`config.mk`:
```
export PLATFORM = sky130hd
export DESIGN_NAME = controle_autenticacao_flat
export DESIGN_NICKNAME = d
export VERILOG_FILES = /design/src/rtl/ctrl_aut_pkg.sv /design/src/rtl/controle_autenticacao_if.sv /design/src/rtl/matriz_permissoes.sv /design/src/rtl/controle_autenticacao.sv /design/src/flat_wrapper.sv
export SDC_FILE = /design/constraint.sdc
export NUM_CORES = 1
export LEC_CHECK = 0
export ABC_AREA = 1
export CAP_MARGIN = 20
export CORE_MARGIN = 1
export CORE_UTILIZATION = 53
export CTS_CLUSTER_DIAMETER = 150
export DETAILED_ROUTE_END_ITERATION = 12
export PLACE_DENSITY = 0.87
export SETUP_SLACK_MARGIN = 0.4
export SLEW_MARGIN = 10
export SYNTH_ARGS = -nofsm -noshare
export SYNTH_HDL_FRONTEND = slang
export SYNTH_HIERARCHICAL = 1
export SYNTH_SLANG_ARGS = --single-unit
```
`constraint.sdc`:
```
create_clock -name clk -period 1.7 [get_ports clk]
set_clock_uncertainty 0.05 [all_clocks]
set_input_delay 0.255 -clock clk [delete_from_list [all_inputs] [get_ports clk]]
set_output_delay 0.255 -clock clk [all_outputs]
set_load 0.02 [all_outputs]
```
`src/rtl/ctrl_aut_pkg.sv`:
```
// Shared definitions for the access-control block: FSM states, default timing
// parameters and the width helper for the shared hold/lockout counter.
package ctrl_aut_pkg;

  typedef enum logic [2:0] {
    IDLE      = 3'd0,
    AVALIA    = 3'd1,
    CONCEDIDO = 3'd2,
    NEGADO    = 3'd3,
    BLOQUEADO = 3'd4
  } estado_t;

  localparam int T_CONCEDIDO_DEF = 4;
  localparam int T_BLOQUEIO_DEF  = 16;
  localparam int MAX_FALHAS_DEF  = 3;

  localparam int CODIGO_W  = 3;
  localparam int RECURSO_W = 3;
  localparam int FALHAS_W  = 2;
  localparam int PERM_W    = 7;

  function automatic int max_int(input int a, input int b);
    return (a > b) ? a : b;
  endfunction

  // One extra bit so the counter can hold the full duration itself.
  function automatic int cnt_width(input int t_a, input int t_b);
    return $clog2(max_int(t_a, t_b)) + 1;
  endfunction

endpackage

```
`src/rtl/controle_autenticacao_if.sv`:
```
// Request/response bundle between a requester and the access controller.
import ctrl_aut_pkg::*;

interface controle_autenticacao_if;
  logic                 req;
  logic [CODIGO_W-1:0]  codigo;
  logic [RECURSO_W-1:0] recurso;
  logic                 concedido;
  logic                 negado;
  logic                 bloqueado;
  logic                 ocupado;
  logic [FALHAS_W-1:0]  falhas;
  logic [PERM_W-1:0]    permissoes;

  modport master (
    output req, codigo, recurso,
    input  concedido, negado, bloqueado, ocupado, falhas, permissoes
  );

  modport slave (
    input  req, codigo, recurso,
    output concedido, negado, bloqueado, ocupado, falhas, permissoes
  );
endinterface

```
`src/rtl/matriz_permissoes.sv`:
```
// Combinational permission table: maps a user code {A,B,C} to the resource
// vector {P7..P1}.
import ctrl_aut_pkg::*;

module matriz_permissoes (
  input  logic [CODIGO_W-1:0] codigo,
  output logic [PERM_W-1:0]   permissoes
);

  logic a;
  logic b;
  logic c;

  assign a = codigo[2];
  assign b = codigo[1];
  assign c = codigo[0];

  assign permissoes = {a & ~b,   // P7
                       1'b1,     // P6
                       a & ~b,   // P5
                       c,        // P4
                       c,        // P3
                       a ^ b,    // P2
                       1'b1};    // P1

endmodule

```
`src/rtl/controle_autenticacao.sv`:
```
// Access-control FSM: evaluates a latched code against the permission table,
// then grants, denies, or locks out after repeated consecutive denials.
import ctrl_aut_pkg::*;

module controle_autenticacao #(
  parameter int T_CONCEDIDO = T_CONCEDIDO_DEF,
  parameter int T_BLOQUEIO  = T_BLOQUEIO_DEF,
  parameter int MAX_FALHAS  = MAX_FALHAS_DEF
) (
  input logic                     clk,
  input logic                     rst,
  controle_autenticacao_if.slave  aut
);

  localparam int CNT_W = cnt_width(T_CONCEDIDO, T_BLOQUEIO);
  localparam logic [CNT_W-1:0]    CNT_CONCEDIDO = CNT_W'(T_CONCEDIDO);
  localparam logic [CNT_W-1:0]    CNT_BLOQUEIO  = CNT_W'(T_BLOQUEIO);
  localparam logic [FALHAS_W-1:0] MAX_F         = FALHAS_W'(MAX_FALHAS);

  estado_t               estado;
  estado_t               estado_n;
  logic [CNT_W-1:0]      cnt;
  logic [CNT_W-1:0]      cnt_n;
  logic [FALHAS_W-1:0]   falhas_q;
  logic [FALHAS_W-1:0]   falhas_n;
  logic [FALHAS_W-1:0]   falha_inc;
  logic [PERM_W-1:0]     perm_q;
  logic [PERM_W-1:0]     perm_n;
  logic [PERM_W-1:0]     perm_tab;
  logic [PERM_W:0]       perm_ext;
  logic                  permitido;
  logic                  concedido_q;
  logic                  negado_q;
  logic                  bloqueado_q;
  logic                  ocupado_q;

  // Request stage: code and resource captured at the accepting edge
  logic [CODIGO_W-1:0]   codigo_p0;
  logic [RECURSO_W-1:0]  recurso_p0;

  always_ff @(posedge clk) begin
    if (estado == IDLE && aut.req) begin
      codigo_p0  <= aut.codigo;
      recurso_p0 <= aut.recurso;
    end
  end

  matriz_permissoes u_matriz (
    .codigo     (codigo_p0),
    .permissoes (perm_tab)
  );

  // Bit 0 is a hard zero so resource index 0 naturally reads as "not allowed".
  assign perm_ext  = {perm_tab, 1'b0};
  assign permitido = perm_ext[recurso_p0];

  always_comb begin
    estado_n  = estado;
    cnt_n     = cnt;
    falhas_n  = falhas_q;
    perm_n    = perm_q;
    falha_inc = (falhas_q >= MAX_F) ? MAX_F : falhas_q + 2'd1;

    unique case (estado)
      IDLE: begin
        if (aut.req) estado_n = AVALIA;
      end

      AVALIA: begin
        perm_n = perm_tab;
        if (permitido) begin
          estado_n = CONCEDIDO;
          cnt_n    = CNT_CONCEDIDO;
          falhas_n = '0;
        end else begin
          estado_n = NEGADO;
          falhas_n = falha_inc;
        end
      end

      NEGADO: begin
        if (falhas_q == MAX_F) begin
          estado_n = BLOQUEADO;
          cnt_n    = CNT_BLOQUEIO;
        end else begin
          estado_n = IDLE;
        end
      end

      CONCEDIDO, BLOQUEADO: begin
        // Counter was loaded with the full duration on entry; leave on the last cycle.
        if (cnt <= CNT_W'(1)) begin
          estado_n = IDLE;
          cnt_n    = '0;
          if (estado == BLOQUEADO) falhas_n = '0;
        end else begin
          cnt_n = cnt - CNT_W'(1);
        end
      end

      default: begin
        estado_n = IDLE;
        cnt_n    = '0;
      end
    endcase
  end

  // State stage: outputs are decoded from the next state so they are registered
  always_ff @(posedge clk or posedge rst) begin
    if (rst) begin
      estado      <= IDLE;
      cnt         <= '0;
      falhas_q    <= '0;
      perm_q      <= '0;
      concedido_q <= 1'b0;
      negado_q    <= 1'b0;
      bloqueado_q <= 1'b0;
      ocupado_q   <= 1'b0;
    end else begin
      estado      <= estado_n;
      cnt         <= cnt_n;
      falhas_q    <= falhas_n;
      perm_q      <= perm_n;
      concedido_q <= (estado_n == CONCEDIDO);
      negado_q    <= (estado_n == NEGADO);
      bloqueado_q <= (estado_n == BLOQUEADO);
      ocupado_q   <= (estado_n != IDLE);
    end
  end

  assign aut.concedido  = concedido_q;
  assign aut.negado     = negado_q;
  assign aut.bloqueado  = bloqueado_q;
  assign aut.ocupado    = ocupado_q;
  assign aut.falhas     = falhas_q;
  assign aut.permissoes = perm_q;

endmodule

```
`src/flat_wrapper.sv`:
```
// flat-port wrapper written by rule: the top's interface ports become plain ports
module controle_autenticacao_flat 
#(
  parameter int T_CONCEDIDO = T_CONCEDIDO_DEF,
  parameter int T_BLOQUEIO  = T_BLOQUEIO_DEF,
  parameter int MAX_FALHAS  = MAX_FALHAS_DEF
)
  (clk, rst, aut_req, aut_codigo, aut_recurso, aut_concedido, aut_negado, aut_bloqueado, aut_ocupado, aut_falhas, aut_permissoes);
  controle_autenticacao_if aut_i ();
  input logic clk;
  input logic rst;
  input wire logic [$bits(aut_i.req)-1:0] aut_req;
  input wire logic [$bits(aut_i.codigo)-1:0] aut_codigo;
  input wire logic [$bits(aut_i.recurso)-1:0] aut_recurso;
  output wire logic [$bits(aut_i.concedido)-1:0] aut_concedido;
  output wire logic [$bits(aut_i.negado)-1:0] aut_negado;
  output wire logic [$bits(aut_i.bloqueado)-1:0] aut_bloqueado;
  output wire logic [$bits(aut_i.ocupado)-1:0] aut_ocupado;
  output wire logic [$bits(aut_i.falhas)-1:0] aut_falhas;
  output wire logic [$bits(aut_i.permissoes)-1:0] aut_permissoes;
  assign aut_i.req = aut_req;
  assign aut_i.codigo = aut_codigo;
  assign aut_i.recurso = aut_recurso;
  assign aut_concedido = aut_i.concedido;
  assign aut_negado = aut_i.negado;
  assign aut_bloqueado = aut_i.bloqueado;
  assign aut_ocupado = aut_i.ocupado;
  assign aut_falhas = aut_i.falhas;
  assign aut_permissoes = aut_i.permissoes;
  controle_autenticacao #(.T_CONCEDIDO(T_CONCEDIDO), .T_BLOQUEIO(T_BLOQUEIO), .MAX_FALHAS(MAX_FALHAS)) u_core (.clk(clk), .rst(rst), .aut(aut_i));
endmodule
```
# [Word level (Yosys, flattened, before mapping)]
# Cells that the tools add are included.
[word_totals] reg_bits=27 output_inout_bits=13 input_bits=9 word_cells=54
[classes] n_eq_ne=12 reduce_logical=7 n_mux=16 addsub=2 bitwise=4 n_lt_le_gt_ge=3
[op_table] cell="case mux 5 bit (4 select lines)" n=1
[op_table] cell="two-way mux 5 bit" n=3
[op_table] cell="equality test 3 x 2 -> 1 bit, second input constant" n=4
[op_table] cell="case mux 3 bit (4 select lines)" n=1
[op_table] cell="two-way mux 3 bit" n=3
[op_table] cell="two-way mux 2 bit" n=4
[op_table] cell="!= test 2 x 1 -> 1 bit, second input constant" n=4
[op_table] cell="equality test 3 bit, second input constant" n=2
[op_table] cell="AND reduction 3 bit" n=2
[op_table] cell="<= comparator 5 x 1 -> 1 bit, second input constant" n=1
[op_table] cell="subtractor 5 x 1 -> 5 bit, second input constant" n=1
[op_table] cell="less-than comparator 3 x 4 -> 1 bit, second input constant" n=1
[op_table] cell="case mux 2 bit (2 select lines)" n=1
[op_table] cell="binary-select mux 1 bit (select 3 bit)" n=1
[op_table] cell="equality test 3 x 1 -> 1 bit, second input constant" n=1
[op_table] cell="logical NOT 3 bit" n=1
[op_table] cell="nonzero test 3 bit" n=1
[op_table] cell="adder 2 x 1 -> 2 bit, second input constant" n=1
[op_table] cell="equality test 2 bit, second input constant" n=1
[op_table] cell=">= comparator 2 bit, second input constant" n=1
[op_table] cell="two-way mux 1 bit" n=2
[op_table] cell="inverter 1 bit" n=2
[op_table] cell="nonzero test 2 bit" n=1
[op_table] cell="OR reduction 2 bit" n=1
[op_table] cell="3 further kinds" n=3

# [Longest topological paths before layout]
# Gate-level depths: netlist (run 1).
[logic_depth] depth_word=7 depth_mapped=12 mapped_depth_nobuf=12

# [Modules after synthesis]
# Netlist (run 1), hierarchy kept.
[by_module_without_submodules] mod="controle_autenticacao" instances=1 area_per_inst_um2=1336.3 seq_area_each_um2=705.7 cells_each=155
[by_module_without_submodules] mod="matriz_permissoes" instances=1 area_per_inst_um2=61.3 seq_area_each_um2=0.0 cells_each=9

# [Least setup slack after synthesis (run 1)]
# OpenSTA, ideal clock, no wires.
[synth_timing] kind="register -> register" from="register u_core.codigo_p0[2]" to="register u_core.cnt[2]" t_arrival_ps=1197 path_slack_ps=337 required_ps=1533 path_buffers=0 setup_time_ps=117 period_less_slack_ps=1363 stages_incl_launch_ff=12 cell_sequence="edfxtp_1 ha_1 inv_1 inv_1 nand2_1 nand3_1 nand3_1 nand2_1 nand2_4 nand2_4 nand2_1 nand2_1"
[synth_via] elab_chain_cells=5 elab_cells_between_ends=6 cone_classes="eq/ne: 1; mux: 2; bitwise: 2; reduce/logical: 1"
[synth_rtl] item="start, declared" line="controle_autenticacao.sv:38" rtl="logic [CODIGO_W-1:0] codigo_p0;"
[synth_rtl] item="start signal, assigned" line="controle_autenticacao.sv:43" rtl="codigo_p0 <= aut.codigo;"
[synth_rtl] item="XOR 1 bit" line="matriz_permissoes.sv:23" rtl="a ^ b,"
[synth_rtl] item="named net u_core.perm_tab[1]" line="controle_autenticacao.sv:29" rtl="logic [PERM_W-1:0] perm_tab;"
[synth_rtl] item="binary-select mux 1 bit (select 3 bit)" line="controle_autenticacao.sv:55" rtl="assign permitido = perm_ext[recurso_p0];"
[synth_rtl] item="two-way mux 1 bit (implied by the code)" line="controle_autenticacao.sv:55"
[synth_rtl] item="!= test 2 x 1 -> 1 bit (no line)"
[synth_rtl] item="AND reduction 3 bit (no line)"
[synth_rtl] item="end signal, assigned" line="controle_autenticacao.sv:121" rtl="cnt <= cnt_n;"
[synth_rtl] item="end, declared" line="controle_autenticacao.sv:22" rtl="logic [CNT_W-1:0] cnt;"
# The timed path passes the listed nets, and every way through them passes these cells. The select of a mux whose other input is x is not followed.
# A chain may end at the register's enable or synchronous reset.

# [Worst setup path in the final report (run 1)]
# Same ends and word-level chain as after synthesis.

==> results.txt, run 1 <==
----------------------------------------------------
[Timing]
  Unrepaired setup endpoints after global routing ... yes
  Min Tclk post-route ... approximately 1.5 ns
  Setup TNS Final ... 0 ns
  Final hold slack ... just under 0.2 ns
  Number of hold violations in the final report ... 0
  Share of the clock period used by the worst path ... between 80% and 90%
  Max Fclk ... roughly 660 MHz
  Final setup violation count ... 0
  Number of pins with negative max-slew slack in the final report ... 0

[Worst setup path]
  Worst path most repeated cell ... nand2_2
  Crit path launch type ... register
  Max FO, Critical Path ... 6
  Worst-path cell with the longest stage delay ... edfxtp_1
  Endpoint class of the critical path ... register
  Worst Path Required ... roughly 1.9 ns
  Worst-case reg-to-reg path depth ... 11
  Cell depth of the worst setup path ... 11
  CP arrival ... ~1.7 ns
  Largest delay contributor family on the critical path ... simple AND/OR/NAND/NOR gates
  Cell-by-cell trace of the critical path ... ha_4 -> inv_2 -> inv_2 -> nand2_2 -> nand3_2 -> nand3_2 -> nand2_2 -> nand2_4 -> nand2_4 -> nand2_2 -> nand2_1
  Startpoint-to-endpoint class of the critical path ... register to register
  Delay of the slowest cell on the worst path ... about 0.44 ns
  Worst path buffer plus inverter count ... 2

[Clock tree]
  Clock slew at the register clock pins of the worst setup and hold paths ... 0.14 ns
  Latest clock arrival within the worst-skew pair ... between 0.3 and 0.4 ns
  Clock tree root buffer cell ... clkbuf_4
  Max Buffers Root-to-Sink ... 2
  Count of H-tree levels built during CTS ... 1
  Post-CTS Hold Fix Bufs ... 0
  Count of clock tree sinks ... 27
  TritonCTS clock tree ... yes
  Clock buffer count from CTS ... 3

[Logic synthesis]
  Post-synthesis adder-cell area fraction ... between 2 and 3%
  Largest family of logic cells by synthesized area ... simple AND/OR/NAND/NOR gates
  Share of cell area taken by muxes after synthesis ... 0%
  Number of instances in the synthesized netlist ... approximately 160
  Sequential cell area fraction in the yosys report ... between 50 and 60%
  Yosys synthesis warning count ... 6
  Average instance area after synthesis ... about 8.5 um2
  Post-synthesis compound-gate area fraction ... 4.30%
  XOR/XNOR share of the synthesized area ... less than 1%
  Post-synthesis share of cell area spent on and, or, nand and nor gates ... 28.9%
  Combined area of all synthesized cells ... roughly 0.0014 mm2
  Register bit count reported by yosys ... 27
  Synth cell types ... 24

[GRT]
  Residual overflow from global routing ... 0
  First-pass GRT wire length ... around 4200 um
  GR Util All Layers ... about 20%
  Number of global-route vias before repair ... around 970
  Pin count of the biggest net entering global routing ... 22
  Antenna violations before repair ... 0

[Drt]
  Sum of routed wire length over all layers ... ~2800 um
  Per-cell via count in the routed design ... 4.99
  # DRC ... 0
  Iteration count of the initial detailed-routing pass ... 4
  Violation count after the first detailed-route iteration ... 31
  Wire per inst ... approximately 12 um
  Vias after detailed routing ... between 1,000 and 1,500
  Antenna viol nets, final ... 0

[Floorplan]
  Floorplan Core Area ... 0.00248 mm2
  Row count ... 18
  Top-Level Pins ... 22
  Initial standard-cell utilization of the core ... between 50 and 60%
  Die outline area ... 0.00285 mm2
  Die Span X ... approximately 53 um
  Chip height ... 53.4 um

[Layout]
  Antenna fix cells ... 0
  Number of inserted filler cells in the final layout ... around 180
  Number of nets in the final layout ... roughly 210
  Post-layout utilization of the core ... 71.7%
  Area growth from synthesis to final layout ... 27.1%
  Fraction of layout cells with a size suffix above 1 ... approximately a third

[Power]
  Total Power ... between 3 and 4 mW
  Leak ... slightly below 1 nW
  Max VDD drop ... between 0.001 and 0.0015 V
  Ratio of total power to cell area ... between 1500 and 2000 mW/mm2

[Hold path]
  Worst min path class ... primary input to asynchronous set/reset pin

[Status]
  Outcome ... complete, no violations

[Run]
  Reported max-cap violation count ... 0

[Placed design]
  Final estimated routing congestion in global placement ... about 0.94
  Detailed-placement wirelength estimate ... 1890 um
  IO Port Bufs ... 21

----------------------------------------------------
## worst min-delay path: stages
cell and delay, ns:
clkdlybuf4s50_1 0.39, inv_1 0.05, buf_4 0.26
## cell families after synthesis
group / Yosys count
buffers and inverters: 42
XOR/XNOR: 1
other: 1
AO/OA/AOI/OAI: 10
adder cells (fa/ha/maj): 3
AND/OR/NAND/NOR: 80
flip-flops: 27
## cells in the mapped netlist
cell,n,area share [%]
edfxtp_1,6,13
nand2_2,3,1.3
dfrtp_1,21,38
buf_2,1,0.36
o21ai_0,8,2.9
inv_2,5,1.3
nand4_1,3,1.3
conb_1,1,0.27
a21oi_2,1,0.63
or2_0,1,0.45
nor3_2,1,0.72
nand2_4,4,3.2
nand3_1,13,4.7
nand3_4,1,1.3
inv_1,31,8.3
xor2_1,1,0.63
nand3_2,2,1.4
ha_1,3,2.7
or3_1,1,0.45
nor2_2,2,0.90
a21boi_2,1,0.81
nor2_1,3,0.81
nand2_1,46,12
buf_4,5,2.7
## per-layer routing
metal / GRT usage (%) / vias to the layer above / part of all wire (%)
met2: 32.5 / 29 / 49
met1: 27.9 / 531 / 45
met4: 7.02 / 0 / 1.3
met5: 0 / - / 0
met3: 3.74 / 6 / 4.4
li1: - / 561 / -
## placed cells by master, fill, tap and decap left out, types with 2 or more instances in the layout
| master | synthesis | layout |
|---|---|---|
| clkdlybuf4s50_1 | 0 | 8 |
| inv_1 | 31 | 25 |
| nand2_4 | 4 | 4 |
| dfrtp_1 | 21 | 21 |
| nand4_1 | 3 | 3 |
| edfxtp_1 | 6 | 6 |
| o21ai_0 | 8 | 8 |
| nand3_2 | 2 | 4 |
| buf_4 | 5 | 11 |
| nand2_2 | 3 | 13 |
| buf_2 | 1 | 7 |
| ha_4 | 0 | 2 |
| clkdlybuf4s15_2 | 0 | 4 |
| conb_1 | 1 | 2 |
| inv_2 | 5 | 11 |
| clkbuf_4 | 0 | 3 |
| nand2_1 | 46 | 36 |
| nand3_1 | 13 | 11 |
| nor2_2 | 2 | 3 |
## sequential cells by signal (all words and copies together), names as in the netlist
name / flops
u_core/aut.bloqueado: 1
u_core/aut.ocupado: 1
u_core/estado: 3
u_core/recurso_p0: 3
u_core/aut.permissoes: 7
u_core/codigo_p0: 3
u_core/aut.concedido: 1
u_core/aut.falhas: 2
u_core/aut.negado: 1
u_core/cnt: 5
## layout make-up
cell class                 instances  area, um2  share of cell area, %
inverter                          36        135                   7.61
tap                               30       37.5                   2.11
sequential                        27        706                   39.7
clock buffer                       4       26.3                   1.48
timing repair buffer              33        277                   15.6
multi-input combinational         96        596                   33.5
## per-stage QoR
step | cells | instance area (um2) | worst slack (ns)
finish | 226 | 1780 | 0.182
global route | 226 | 1780 | 0.0850
CTS | 218 | 1710 | 0.245
detailed placement | 212 | 1640 | 0.209
global placement | 212 | 1640 | 0.232
floorplan | 165 | 1420 | 0.351
## repair_timing
item | CTS | global route
cloned | 0 | 0
pin swaps | 1 | 5
setup buffers | 2 | 8
gates resized for setup | 43 | 19
setup endpoints to repair | 33 | 29
## worst paths after layout
kind | start | end | slack (ns)
worst max-delay path | u_core/codigo_p0[2]$_DFFE_PP_ | u_core/cnt[2]$_DFFE_PP0P_ | 0.18
worst min-delay path | rst | u_core/aut.permissoes[5]$_DFFE_PP0P_ | 0.20
worst max register to register | u_core/codigo_p0[2]$_DFFE_PP_ | u_core/cnt[2]$_DFFE_PP0P_ | 0.18
worst min register to register | u_core/cnt[4]$_DFFE_PP0P_ | u_core/cnt[4]$_DFFE_PP0P_ | 0.48
max in group asynchronous | rst | u_core/aut.bloqueado$_DFF_PP0_ | 1.19
min in group clk | aut_recurso[1] | u_core/recurso_p0[1]$_DFFE_PP_ | 0.44
## power breakdown
part	switching (mW)	internal, mW
logic	1.15	0.752
registers	0.188	0.920
clock network	0.176	0.0917
(Power assumes the default switching activity.)
==> run 2, diff against run 1 <==
Clock period 1.7 ns to 1.55 ns, I/O delays scaled along.
==> results.txt, run 2 (synthesis gave the netlist of run 1 again) <==
----------------------------------------------------
[Floorplan]
  Chip height ... ~53 um
  Top-Level Pins ... 22
  Row count ... 18
  Die Span X ... 53.4 um
  Floorplan Core Area ... around 0.0025 mm2
  Die outline area ... approximately 0.0028 mm2
  Initial standard-cell utilization of the core ... 56.4%

[Drt]
  # DRC ... 0
  Violation count after the first detailed-route iteration ... 41
  Antenna viol nets, final ... 0
  Per-cell via count in the routed design ... a little over 5
  Wire per inst ... between 10 and 15 um
  Vias after detailed routing ... 1,189
  Iteration count of the initial detailed-routing pass ... 4
  Sum of routed wire length over all layers ... about 3100 um

[Timing]
  Share of the clock period used by the worst path ... 99.0%
  Number of hold violations in the final report ... 0
  Max Fclk ... 652 MHz
  Number of pins with negative max-slew slack in the final report ... 0
  Min Tclk post-route ... approximately 1.5 ns
  Setup ws final ... 0.0161 ns
  Final setup violation count ... 0
  Unrepaired setup endpoints after global routing ... yes

[GRT]
  Pin count of the biggest net entering global routing ... 22
  GR Util All Layers ... between 20 and 25%
  First-pass GRT wire length ... between 4000 and 5000 um
  Antenna violations before repair ... 0
  Number of global-route vias before repair ... around 1,000
  Residual overflow from global routing ... 0

[Worst setup path]
  R2r endpoint ... u_core/cnt[2]$_DFFE_PP0P_
  Worst reg2reg setup slack ... between 0.015 and 0.02 ns
  Cell depth of the worst setup path ... 12
  Startpoint-to-endpoint class of the critical path ... register to register
  Max FO, Critical Path ... 6
  Worst-path cell with the longest stage delay ... edfxtp_1
  CP arrival ... roughly 1.7 ns
  Crit path launch type ... register
  Worst Path Required ... 1.75 ns
  Reg2Reg Launch Point ... u_core/codigo_p0[1]$_DFFE_PP_
  Worst-case reg-to-reg path depth ... 12
  Endpoint class of the critical path ... register
  Worst path buffer plus inverter count ... 3
  Delay of the slowest cell on the worst path ... roughly 0.41 ns
  Worst Setup SP ... u_core/codigo_p0[1]$_DFFE_PP_
  Cell-by-cell trace of the critical path ... inv_2 -> ha_4 -> inv_2 -> inv_2 -> nand2_1 -> nand3_1 -> nand3_1 -> nand2_2 -> nand2_4 -> nand2_4 -> nand2_2 -> nand2_2
  Largest delay contributor family on the critical path ... simple AND/OR/NAND/NOR gates

[Power]
  Leak ... between 1 and 1.5 nW
  Max VDD drop ... 0.00151 V
  Total Power ... ~4.1 mW
  Ratio of total power to cell area ... 2120 mW/mm2

[Placed design]
  Detailed-placement wirelength estimate ... around 1900 um
  IO Port Bufs ... 21
  Worst slack at placement ... between 0.1 and 0.15 ns
  Final estimated routing congestion in global placement ... 0.910

[Layout]
  Top library cells by usage in the layout, fill and taps aside ... nand2_1, inv_1, dfrtp_1
  Fraction of layout cells with a size suffix above 1 ... a little over two fifths
  Number of flip-flops under the largest register name ... 7
  Area growth from synthesis to final layout ... 39.1%
  Antenna fix cells ... 0
  Leading cell type in the layout, fill and taps excluded ... nand2_1
  Number of nets in the final layout ... between 200 and 250

[Hold path]
  Worst min path class ... primary input to asynchronous set/reset pin

[Clock tree]
  Count of H-tree levels built during CTS ... 1
  Count of clock tree sinks ... 27
  Clock buffer count from CTS ... 3
  Post-CTS Hold Fix Bufs ... 0
  Latest clock arrival within the worst-skew pair ... between 0.3 and 0.4 ns
  Max Buffers Root-to-Sink ... 2
  TritonCTS clock tree ... yes
  Clock slew at the register clock pins of the worst setup and hold paths ... roughly 0.14 ns
  Clock tree root buffer cell ... clkbuf_4

[Run]
  Reported max-cap violation count ... 0

[Status]
  Outcome ... complete, no violations

----------------------------------------------------
-- run 2: cell types whose count changed in the layout (fill, tap and decap cells not counted), sizes merged --
cell,delta
buf,+12
clkbuf,-1
clkdlybuf4s15,-4
clkinvlp,+1
dlygate4sd2,-1
-- run 2: final cells by class --
class	count	area, um2
Fill cell	152	533
Multi-Input combinational cell	96	622
Sequential cell	27	707
Timing Repair Buffer	40	410
Clock inverter	1	7.51
Tap cell	30	37.5
Inverter	36	138
Clock buffer	3	22.5
-- run 2: worst max-delay path by stage --
| stage | endpoint | slack, ns |
|---|---|---|
| 2_1_floorplan | u_core/cnt[2]$_DFFE_PP0P_ | 0.20 |
| 3_3_place_gp | u_core/cnt[3]$_DFFE_PP0P_ | 0.15 |
| 3_5_place_dp | u_core/cnt[0]$_DFFE_PP0P_ | 0.11 |
| 4_1_cts | u_core/aut.falhas[1]$_DFFE_PP0P_ | 0.09 |
| 5_1_grt | u_core/cnt[2]$_DFFE_PP0P_ | -0.07 |
| 6_report | u_core/cnt[2]$_DFFE_PP0P_ | 0.02 |
-- run 2: timing repair --
item                                    in CTS  in global routing
endpoints found under the setup margin      39                 40
pin swaps                                    3                  9
gates cloned                                 0                  1
setup buffers                                8                  8
gates resized for setup                     84                 32
-- run 2: routing by layer --
layer  GRT usage (%)  wire length (um)  vias to the layer above
li1                -                 -                      573
met1            26.4              1250                      570
met2            41.7              1650                       42
met3            4.31               135                        4
met4            7.02                41                        0
met5               0                 0                        -
-- run 2: power by group --
| part | leakage [nW] | switching (mW) | internal (mW) |
|---|---|---|---|
| Combinational | 0.688 | 1.38 | 1.17 |
| Clock | 0.0139 | 0.217 | 0.0993 |
| Sequential | 0.324 | 0.234 | 1.01 |
-- run 2: worst register-to-register path: stages, from the launching register on --
cell      delay, ns
edfxtp_1       0.41
inv_2          0.09
ha_4           0.20
inv_2          0.04
inv_2          0.03
nand2_1        0.06
nand3_1        0.07
nand3_1        0.09
nand2_2        0.09
nand2_4        0.13
nand2_4        0.08
nand2_2        0.07
nand2_2        0.04
-- run 2: through the flow --
| stage | utilization (%) | cell area, um2 | TNS (ns) | hold slack, ns | cells |
|---|---|---|---|---|---|
| 3_5_place_dp | 66.5 | 1650 | 0 | 0.421 | 212 |
| 4_1_cts | 71.8 | 1780 | 0 | 0.167 | 224 |
| 6_report | 78.5 | 1940 | 0 | 0.157 | 233 |
| 5_1_grt | 78.5 | 1940 | -0.358 | 0.179 | 233 |
| 2_1_floorplan | - | 1430 | 0 | 0.159 | 165 |
| 3_3_place_gp | 66.5 | 1650 | 0 | 0.417 | 212 |
